### config.mk
export PLATFORM = sky130hd
export DESIGN_NAME = trig_sched
export DESIGN_NICKNAME = d
export VERILOG_FILES = /design/src/rtl/trig_pkg.sv /design/src/rtl/trig_qual.sv /design/src/rtl/trig_sched.sv
export SDC_FILE = /design/constraint.sdc
export NUM_CORES = 1
export LEC_CHECK = 0
export ABC_AREA = 1
export CAP_MARGIN = 20
export CORE_UTILIZATION = 40
export CTS_CLUSTER_DIAMETER = 40
export DETAILED_ROUTE_END_ITERATION = 7
export PLACE_DENSITY = 0.69
export SYNTH_ARGS = -nofsm -noshare
export SYNTH_HDL_FRONTEND = slang
export SYNTH_HIERARCHICAL = 1
export SYNTH_SLANG_ARGS = --single-unit
export TNS_END_PERCENT = 30
### constraint.sdc
create_clock -name sys_clk -period 4.3 [get_ports sys_clk]
set_input_delay 0.86 -clock sys_clk [delete_from_list [all_inputs] [get_ports sys_clk]]
set_output_delay 0.86 -clock sys_clk [all_outputs]
set_load 0.01 [all_outputs]
### src/rtl/trig_pkg.sv
// Shared types and sizing helpers for the trigger scheduler.
// Cycle counts are derived from the clock rate and microsecond timings.
package trig_pkg;

    typedef enum logic [1:0] {IDLE, FIRE, HOLDOFF} trig_state_t;

    function automatic int qual_cyc(input int mhz, input int us);
        return mhz * us;
    endfunction

    function automatic int hold_cyc(input int mhz, input int us);
        return mhz * us;
    endfunction

    function automatic int at_least1(input int v);
        return (v < 1) ? 1 : v;
    endfunction

    function automatic int qual_w(input int q);
        return at_least1($clog2(q + 1));
    endfunction

    function automatic int fsm_w(input int r, input int h);
        return at_least1($clog2((r > h) ? r : h));
    endfunction

    function automatic int id_w(input int n);
        return at_least1($clog2(n));
    endfunction

endpackage

### src/rtl/trig_qual.sv
// Per-source synchroniser and minimum-width qualifier.
// Emits one registered qual pulse per sufficiently long high level.
module trig_qual
    import trig_pkg::*;
#(
    parameter int QUAL_CYC = 20
) (
    input  logic clk,
    input  logic rst,
    input  logic src,
    input  logic en,
    output logic qual
);

    localparam int QW = qual_w(QUAL_CYC);

    logic          s1;
    logic          s2;
    logic [QW-1:0] cnt;

    // Counter saturates at QUAL_CYC so a long level yields a single qual.
    always_ff @(posedge clk or posedge rst) begin
        if (rst) begin
            s1   <= 1'b0;
            s2   <= 1'b0;
            cnt  <= '0;
            qual <= 1'b0;
        end else begin
            s1 <= src;
            s2 <= s1;
            if (!en || !s2) begin
                cnt  <= '0;
                qual <= 1'b0;
            end else if (cnt != QW'(QUAL_CYC)) begin
                cnt  <= cnt + QW'(1);
                qual <= (cnt == QW'(QUAL_CYC - 1));
            end else begin
                qual <= 1'b0;
            end
        end
    end

endmodule

### src/rtl/trig_sched.sv
// Trigger scheduler: qualifies sources, queues events, grants round-robin
// and issues one fixed-width trig_rst_o pulse per grant with hold-off.
module trig_sched
    import trig_pkg::*;
#(
    parameter int N_SRC         = 3,
    parameter int CLK_MHZ       = 20,
    parameter int MIN_WIDTH_US  = 50,
    parameter int RST_PULSE_CYC = 3,
    parameter int HOLDOFF_US    = 1000,
    parameter int CNT_W         = 16
) (
    input  logic                     sys_clk,
    input  logic                     sys_rst,
    input  logic [N_SRC-1:0]         trig_src_i,
    input  logic [N_SRC-1:0]         src_en_i,
    output logic                     trig_rst_o,
    output logic [id_w(N_SRC)-1:0]   grant_id_o,
    output logic                     busy_o,
    output logic [N_SRC-1:0]         pending_o,
    output logic [CNT_W-1:0]         event_cnt_o,
    output logic [CNT_W-1:0]         drop_cnt_o
);

    localparam int QUAL_CYC = qual_cyc(CLK_MHZ, MIN_WIDTH_US);
    localparam int HOLD_CYC = hold_cyc(CLK_MHZ, HOLDOFF_US);
    localparam int IDW      = id_w(N_SRC);
    localparam int FW       = fsm_w(RST_PULSE_CYC, HOLD_CYC);
    localparam int DW       = CNT_W + 1;

    trig_state_t      state;
    logic [FW-1:0]    fcnt;
    logic [IDW-1:0]   ptr;
    logic [IDW-1:0]   idx;
    logic [IDW-1:0]   sel;
    logic             found;
    logic [N_SRC-1:0] qual;
    logic [N_SRC-1:0] grant;
    logic [N_SRC-1:0] lost;
    logic [DW-1:0]    drop_sum;

    for (genvar g = 0; g < N_SRC; g++) begin : g_qual
        trig_qual #(.QUAL_CYC(QUAL_CYC)) u_qual (
            .clk  (sys_clk),
            .rst  (sys_rst),
            .src  (trig_src_i[g]),
            .en   (src_en_i[g]),
            .qual (qual[g])
        );
    end

    // Search begins one past the last grant and wraps at N_SRC-1.
    always_comb begin
        idx   = ptr;
        found = 1'b0;
        sel   = '0;
        for (int k = 0; k < N_SRC; k++) begin
            idx = (idx == IDW'(N_SRC - 1)) ? '0 : idx + IDW'(1);
            if (!found && pending_o[idx]) begin
                found = 1'b1;
                sel   = idx;
            end
        end
    end

    assign grant = (state == IDLE && found) ? (N_SRC'(1) << sel) : '0;
    assign lost  = qual & pending_o & ~grant;

    always_comb begin
        drop_sum = {1'b0, drop_cnt_o};
        for (int i = 0; i < N_SRC; i++) begin
            if (lost[i]) drop_sum = drop_sum + DW'(1);
        end
    end

    always_ff @(posedge sys_clk or posedge sys_rst) begin
        if (sys_rst) begin
            pending_o  <= '0;
            drop_cnt_o <= '0;
        end else begin
            pending_o  <= (pending_o & ~grant & src_en_i) | qual;
            drop_cnt_o <= drop_sum[CNT_W] ? '1 : drop_sum[CNT_W-1:0];
        end
    end

    always_ff @(posedge sys_clk or posedge sys_rst) begin
        if (sys_rst) begin
            state       <= IDLE;
            fcnt        <= '0;
            ptr         <= IDW'(N_SRC - 1);
            grant_id_o  <= '0;
            trig_rst_o  <= 1'b0;
            busy_o      <= 1'b0;
            event_cnt_o <= '0;
        end else begin
            unique case (state)
                IDLE: begin
                    if (found) begin
                        state       <= FIRE;
                        grant_id_o  <= sel;
                        ptr         <= sel;
                        event_cnt_o <= event_cnt_o + CNT_W'(1);
                        trig_rst_o  <= 1'b1;
                        busy_o      <= 1'b1;
                        fcnt        <= FW'(RST_PULSE_CYC - 1);
                    end
                end
                FIRE: begin
                    if (fcnt == '0) begin
                        state      <= HOLDOFF;
                        trig_rst_o <= 1'b0;
                        fcnt       <= FW'(HOLD_CYC - 1);
                    end else begin
                        fcnt <= fcnt - FW'(1);
                    end
                end
                HOLDOFF: begin
                    if (fcnt == '0) begin
                        state  <= IDLE;
                        busy_o <= 1'b0;
                    end else begin
                        fcnt <= fcnt - FW'(1);
                    end
                end
                default: state <= IDLE;
            endcase
        end
    end

endmodule

# [Yosys cells after proc, flatten, opt, wreduce, memory -nomap -nowiden]
# Cells that the tools add are included.
[totals] in_bits=8 mem_count=0 out_inout_bits=39 wordCells=128 mem_bits_rw=0 regBits=97 mem_bits_ro=0 latchBits=0
[classes] reduce_logical=27 n_mux=44 n_shift=1 multipliers=0 eq_ne=15 magnitude_cmp=3 n_bitwise=6 n_addsub=11 n_div=0
[ops] cell="$mux 10" count=6
[ops] cell="$mux 17" count=3
[ops] cell="$mux 15" count=3
[ops] cell="$pmux 15 s3" count=1
[ops] cell="$add 17x1->17 const B" count=2
[ops] cell="$add 10x1->10 const B" count=3
[ops] cell="$eq 10x10->1 const B" count=3
[ops] cell="$ne 10x10->1 const B" count=3
[ops] cell="$mux 2" count=9
[ops] cell="$add 16x1->17 const B" count=1
[ops] cell="$add 16x1->16 const B" count=1
[ops] cell="$mux 16" count=1
[ops] cell="$logic_not 15->1" count=1
[ops] cell="$sub 15x1->15 const B" count=1
[ops] cell="$mux 1" count=14
[ops] cell="$and 3x3->3" count=4
[ops] cell="$reduce_and 3->1" count=4
[ops] cell="$reduce_bool 2->1" count=5
[ops] cell="$lt 2x3->1 const B" count=3
[ops] cell="$eq 2x2->1 const B" count=4
[ops] cell="$logic_not 1->1" count=8
[ops] cell="$ne 2x2->1 const B" count=4
[ops] cell="$add 2x1->2 const B" count=3
[ops] cell="$bmux 1 s2" count=3
[ops] cell="12 further kinds" count=17

# [Logic depth before layout (Yosys ltp)]
[logic_depth] depth_word=21 ltp_mapped=30 ltp_nobuf=28

# [Hierarchy]
# The synthesis kept the hierarchy.
[modules_own_cells] module="trig_sched" seq_area_each_um2=1427.6 n_inst=1 area_per_inst_um2=4441.8 cells_each=645
[modules_own_cells] module="trig_qual" seq_area_each_um2=325.3 n_inst=3 area_per_inst_um2=665.6 cells_each=82

# [Least setup slack after synthesis]
# No wires, ideal clock.
[synth_path] path_kind="register to register" startpoint="reg ptr[1]" endpoint="reg drop_cnt_o[11]" setup_time_ns=0.122 stages_incl_launch_ff=28 required_ns=4.178 n_path_buf=3 slack_ns=0.855 t_arrival_ns=3.323 synth_period_minus_slack_ns=3.445 cell_sequence="dfstp_2 buf_4 nor2_4 nand2_1 nand2_1 nor2_2 nand3_1 nand3_1 nand2_2 nand2_4 nand2_4 buf_6 nand2_1 nand2_1 ha_1 or2_2 nand2_1 inv_1 ha_1 nand4_1 nor2_2 nand3_1 nor2_2 nand2_2 nor2_2 nor2_4 buf_6 nand2_2"
[synth_between] elab_chain_cells=21 elab_cells_between_ends=36 cone_classes="add/sub: 5; eq/ne: 3; shift: 1; mux: 20; bitwise: 2; reduce/logical: 5"
[synth_lines] element="start: declaration" line_no="trig_sched.sv:33" source="logic [IDW-1:0] ptr;"
[synth_lines] element="start signal: assignment" line_no="trig_sched.sv:90" source="ptr <= IDW'(N_SRC - 1);"
[synth_lines] element="start signal: assignment" line_no="trig_sched.sv:101" source="ptr <= sel;"
[synth_lines] element="$add 2x1->2 / $eq 2x2->1 (equally long branches)" line_no="trig_sched.sv:58" source="idx = (idx == IDW'(N_SRC - 1)) ? '0 : idx + IDW'(1);"
[synth_lines] element="$mux 2 *" line_no="trig_sched.sv:58"
[synth_lines] element="parallel branches: the longest is 10 deep, another holds $add 2x1->2"
[synth_lines] element="$mux 3 *" line_no="trig_sched.sv:66" source="assign grant = (state == IDLE && found) ? (N_SRC'(1) << sel) : '0;"
[synth_lines] element="$not 3->3 *" line_no="trig_sched.sv:67" source="assign lost = qual & pending_o & ~grant;"
[synth_lines] element="$and 3x3->3 *" line_no="trig_sched.sv:67"
[synth_lines] element="$mux 17" line_no="trig_sched.sv:72" source="if (lost[i]) drop_sum = drop_sum + DW'(1);"
[synth_lines] element="$add 17x1->17" line_no="trig_sched.sv:72"
[synth_lines] element="$mux 17" line_no="trig_sched.sv:72"
[synth_lines] element="$add 17x1->17" line_no="trig_sched.sv:72"
[synth_lines] element="$mux 17 *" line_no="trig_sched.sv:72"
[synth_lines] element="$mux 16 *" line_no="trig_sched.sv:82" source="drop_cnt_o <= drop_sum[CNT_W] ? '1 : drop_sum[CNT_W-1:0];"
[synth_lines] element="end signal: assignment" line_no="trig_sched.sv:82"
[synth_lines] element="end: declaration" line_no="trig_sched.sv:22" source="output logic [CNT_W-1:0] drop_cnt_o"
# Every way passes the cells marked *. The select of a mux whose other input is x is not followed.
# A chain may end at the register's enable or synchronous reset.

# [Worst setup path after layout]
[layout_path] startpoint="reg ptr[1]" endpoint="reg drop_cnt_o[6]"
# The elaborated chain is that of the path after synthesis.

==> flow_summary.toml <==
[yosys]
yosys_warnings = 6
async_reset_ff_share_pct = 100
synthFlopType = "dfrtp_1"
ys_seq_elements = 96
synth_cell_type_count = 38
synth.avg_cell_area_sq_um = 7.23
synth-edff-count = 0
synthCells = 891
synth_area_sq_um = 6440
synth_seq_area_share_pct = 37.3
syn_nets = 915

[finish]
ff_latch_area_sq_um = 2400
drive_gt1_share_pct = 11.7
final_cells = 1164
post-route-util_pct = 47.2
multi_input_area_sq_um = 3460
syn2layout_area_growth_pct = 15.6
diodes = 0
fillers = 1596
nNetsFinal = 968

[sta]
fin_crit_sh_pct = 91.6
finalSetupViolCount = 0
worst_pin_slew_ns = 0.631
drv_slew = 0
rsz0062_at_grt = "false"
period_minus_slack_ns = 3.94
hold_viol_final = 0
fin_worst_skew_ns = 0.00675
fmax_mhz = 254
fin_setup_tns_ns = 0
slew_headroom_pct = 57.5
hold-worst-slack_ns = 0.351

[clock_tree]
clk_latency_ns = 0.35
cts_tree = "yes"
htree_levels = 3
numCtsBuffers = 9
path_clk_slew_ns = 0.07
cts_root_buffer = "clkbuf_16"
clock_path_buffers = 2
cts.sinks = 96
post_cts_hold_buffer_count = 0

[grt]
antenna_found_initial = 0
grt.total_usage_pct = 18.1
grt_pass1_wl_um = 23700
grt_max_degree = 40
grt_pass1_vias = 5096
grt_overflow_total = 0

[placed_design]
io_buffers = 46
gp_routability_congestion = 0.864
dpl.hpwl_um = 10800
dp_cells = 1147

[die]
die_y_um = 129
initial_core_util_pct = 40.8
core_sq_um = 15800
die-area_sq_um = 16600
num_rows = 46
pin_count = 47
die_w_um = 129

[detailed_routing]
route.detailed.drc = 0
first_pass_iters = 5
avgViaCountPerCell = 4.85
routed_wl_um = 13900
ant_nets = 0
num_vias = 5647
routedWlPerCell_um = 12.0
drtIter0Drc = 292

[pwr]
leakage_nw = 3.54
irDropWorstVdd_mv = 0.265
p_per_area_nw_per_um2 = 237

[critical_path]
critPathKind = "flip-flop to flip-flop"
cp_max_fo = 20
worstPathRequired_ns = 4.53
worst_ep_arrival_time_ns = 4.17
cp-start-kind = "flip-flop"
end_kind = "flip-flop"

[hold_path]
min_path_type = "flip-flop to flip-flop"

[run]
drv_cap = 0

[run_status]
status = "complete, no violations"
## report_power, final
group | total [mW] | switching, mW | leakage [nW] | internal (mW)
logic | 0.0416 | 0.0305 | 2.14 | 0.0111
clock network | 0.811 | 0.345 | 0.146 | 0.466
registers | 0.912 | 0.00395 | 1.25 | 0.908
## worst max-delay path, stage by stage (launching register included)
cell	delay, ns
dfstp_2	0.64
nor2_4	0.07
nand2_1	0.08
nand2_1	0.06
nor2_2	0.14
nand3_1	0.09
nand3_1	0.13
nand2_2	0.08
nand2_4	0.19
nand2_4	0.19
nand2_1	0.13
nand2_1	0.08
ha_1	0.28
or2_2	0.29
nand2_1	0.11
inv_1	0.05
ha_1	0.20
nand4_1	0.15
nor2_2	0.07
nand3_1	0.15
nor2_2	0.06
nand2_2	0.08
nor2_2	0.05
nor2_4	0.17
buf_4	0.20
nand3_1	0.07
## state kept, by name (all words and copies together), names as in the netlist
signal              cells
trig_rst_o              1
busy_o                  1
drop_cnt_o             16
state                   2
g_qual.u_qual/s2        3
g_qual.u_qual/s1        3
g_qual.u_qual/cnt      30
fcnt                   15
grant_id_o              2
g_qual.u_qual/qual      3
ptr                     1
pending_o               3
event_cnt_o            16
## area by class of cell
class                      count  share of cell area (%)
inverter                     136                    6.86
multi-input combinational    651                    46.5
clock buffer                  11                    3.26
clock inverter                 4                   0.706
timing repair buffer          50                    6.76
sequential                    96                    32.3
tap                          216                    3.63
## synthesized netlist by cell type, drive strengths merged (2+ instances only)
cell	instances	area, sq um
xor2	23	201
nor3b	2	15.0
xnor2	11	96.3
ha	16	200
o21ai	37	185
nor3	28	155
o21a	4	30.0
nand2	249	1060
or2	3	18.8
nor2	118	578
nand3b	3	22.5
o22ai	2	12.5
buf	6	56.3
clkbuf	2	7.51
clkinv	4	15.0
nand3	93	505
a21oi	22	110
nor4	5	31.3
dfrtp	95	2380
a31oi	2	12.5
nand4	27	169
a31o	2	17.5
inv	132	495
## metrics by stage
| stage | instance area [sq um] | worst slack (ns) | power (mW) |
|---|---|---|---|
| after floorplan | 6440 | 0.855 | 0.954 |
| after global placement | 7120 | 0.381 | 0.972 |
| after CTS | 7420 | 0.178 | 1.80 |
| after global routing | 7440 | 0.0174 | 1.83 |
| after detailed placement | 7120 | 0.197 | 0.973 |
| final | 7440 | 0.361 | 1.77 |
## cell usage in the layout (no fill, tap or decap), types with 25 or more instances in the layout
cell type        Yosys  routed
nand2_1            208     208
inv_1              126     125
dfrtp_1             95      95
nor2_1              91      91
nand3_1             85      85
clkdlybuf4s50_1      0      46
nand2_2             36      36
o21ai_0             35      35
nand4_1             27      27
nor3_1              25      25
## final timing paths
check	start	endpoint	slack (ns)	cells after the start
setup / recovery	ptr[1]$_DFFE_PP1P_	drop_cnt_o[6]$_DFF_PP0_	0.36	25
hold / removal	g_qual[1].u_qual/s1$_DFF_PP0_	g_qual[1].u_qual/s2$_DFF_PP0_	0.35	0
setup reg to reg	ptr[1]$_DFFE_PP1P_	drop_cnt_o[6]$_DFF_PP0_	0.36	25
hold reg to reg	g_qual[1].u_qual/s1$_DFF_PP0_	g_qual[1].u_qual/s2$_DFF_PP0_	0.35	0
max in group asynchronous	sys_rst	fcnt[4]$_DFFE_PP0P_	2.44	3
min in group asynchronous	sys_rst	pending_o[2]$_DFF_PP0_	0.97	2
## per-layer routing
metal	routed length (um)	share of wire (%)	vias up	GRT usage [%]
li1	-	-	2964	-
met5	0	0	-	0
met3	546	3.9	13	3.91
met2	6680	48	91	30.5
met1	6540	47	2579	23.1
met4	180	1.3	0	5.67
## cell families (layout without fill, tap and decap cells)
group | after synthesis | after routing | share of synthesized area [%]
and+or+nand+nor | 529 | 529 | 39.8
DFF | 96 | 96 | 37.3
buffers and inverters | 144 | 201 | 8.92
adders and majority gates | 16 | 16 | 3.11
xor gates and xnor gates | 34 | 34 | 4.62
AOI/OAI and AO/OA | 72 | 72 | 6.20
## timing repair
item,CTS,global route
endpoints found under the setup margin,0,16
gates resized for setup,0,0
setup buffers,0,2
Note: power is estimated with default switching activity, not from simulation.
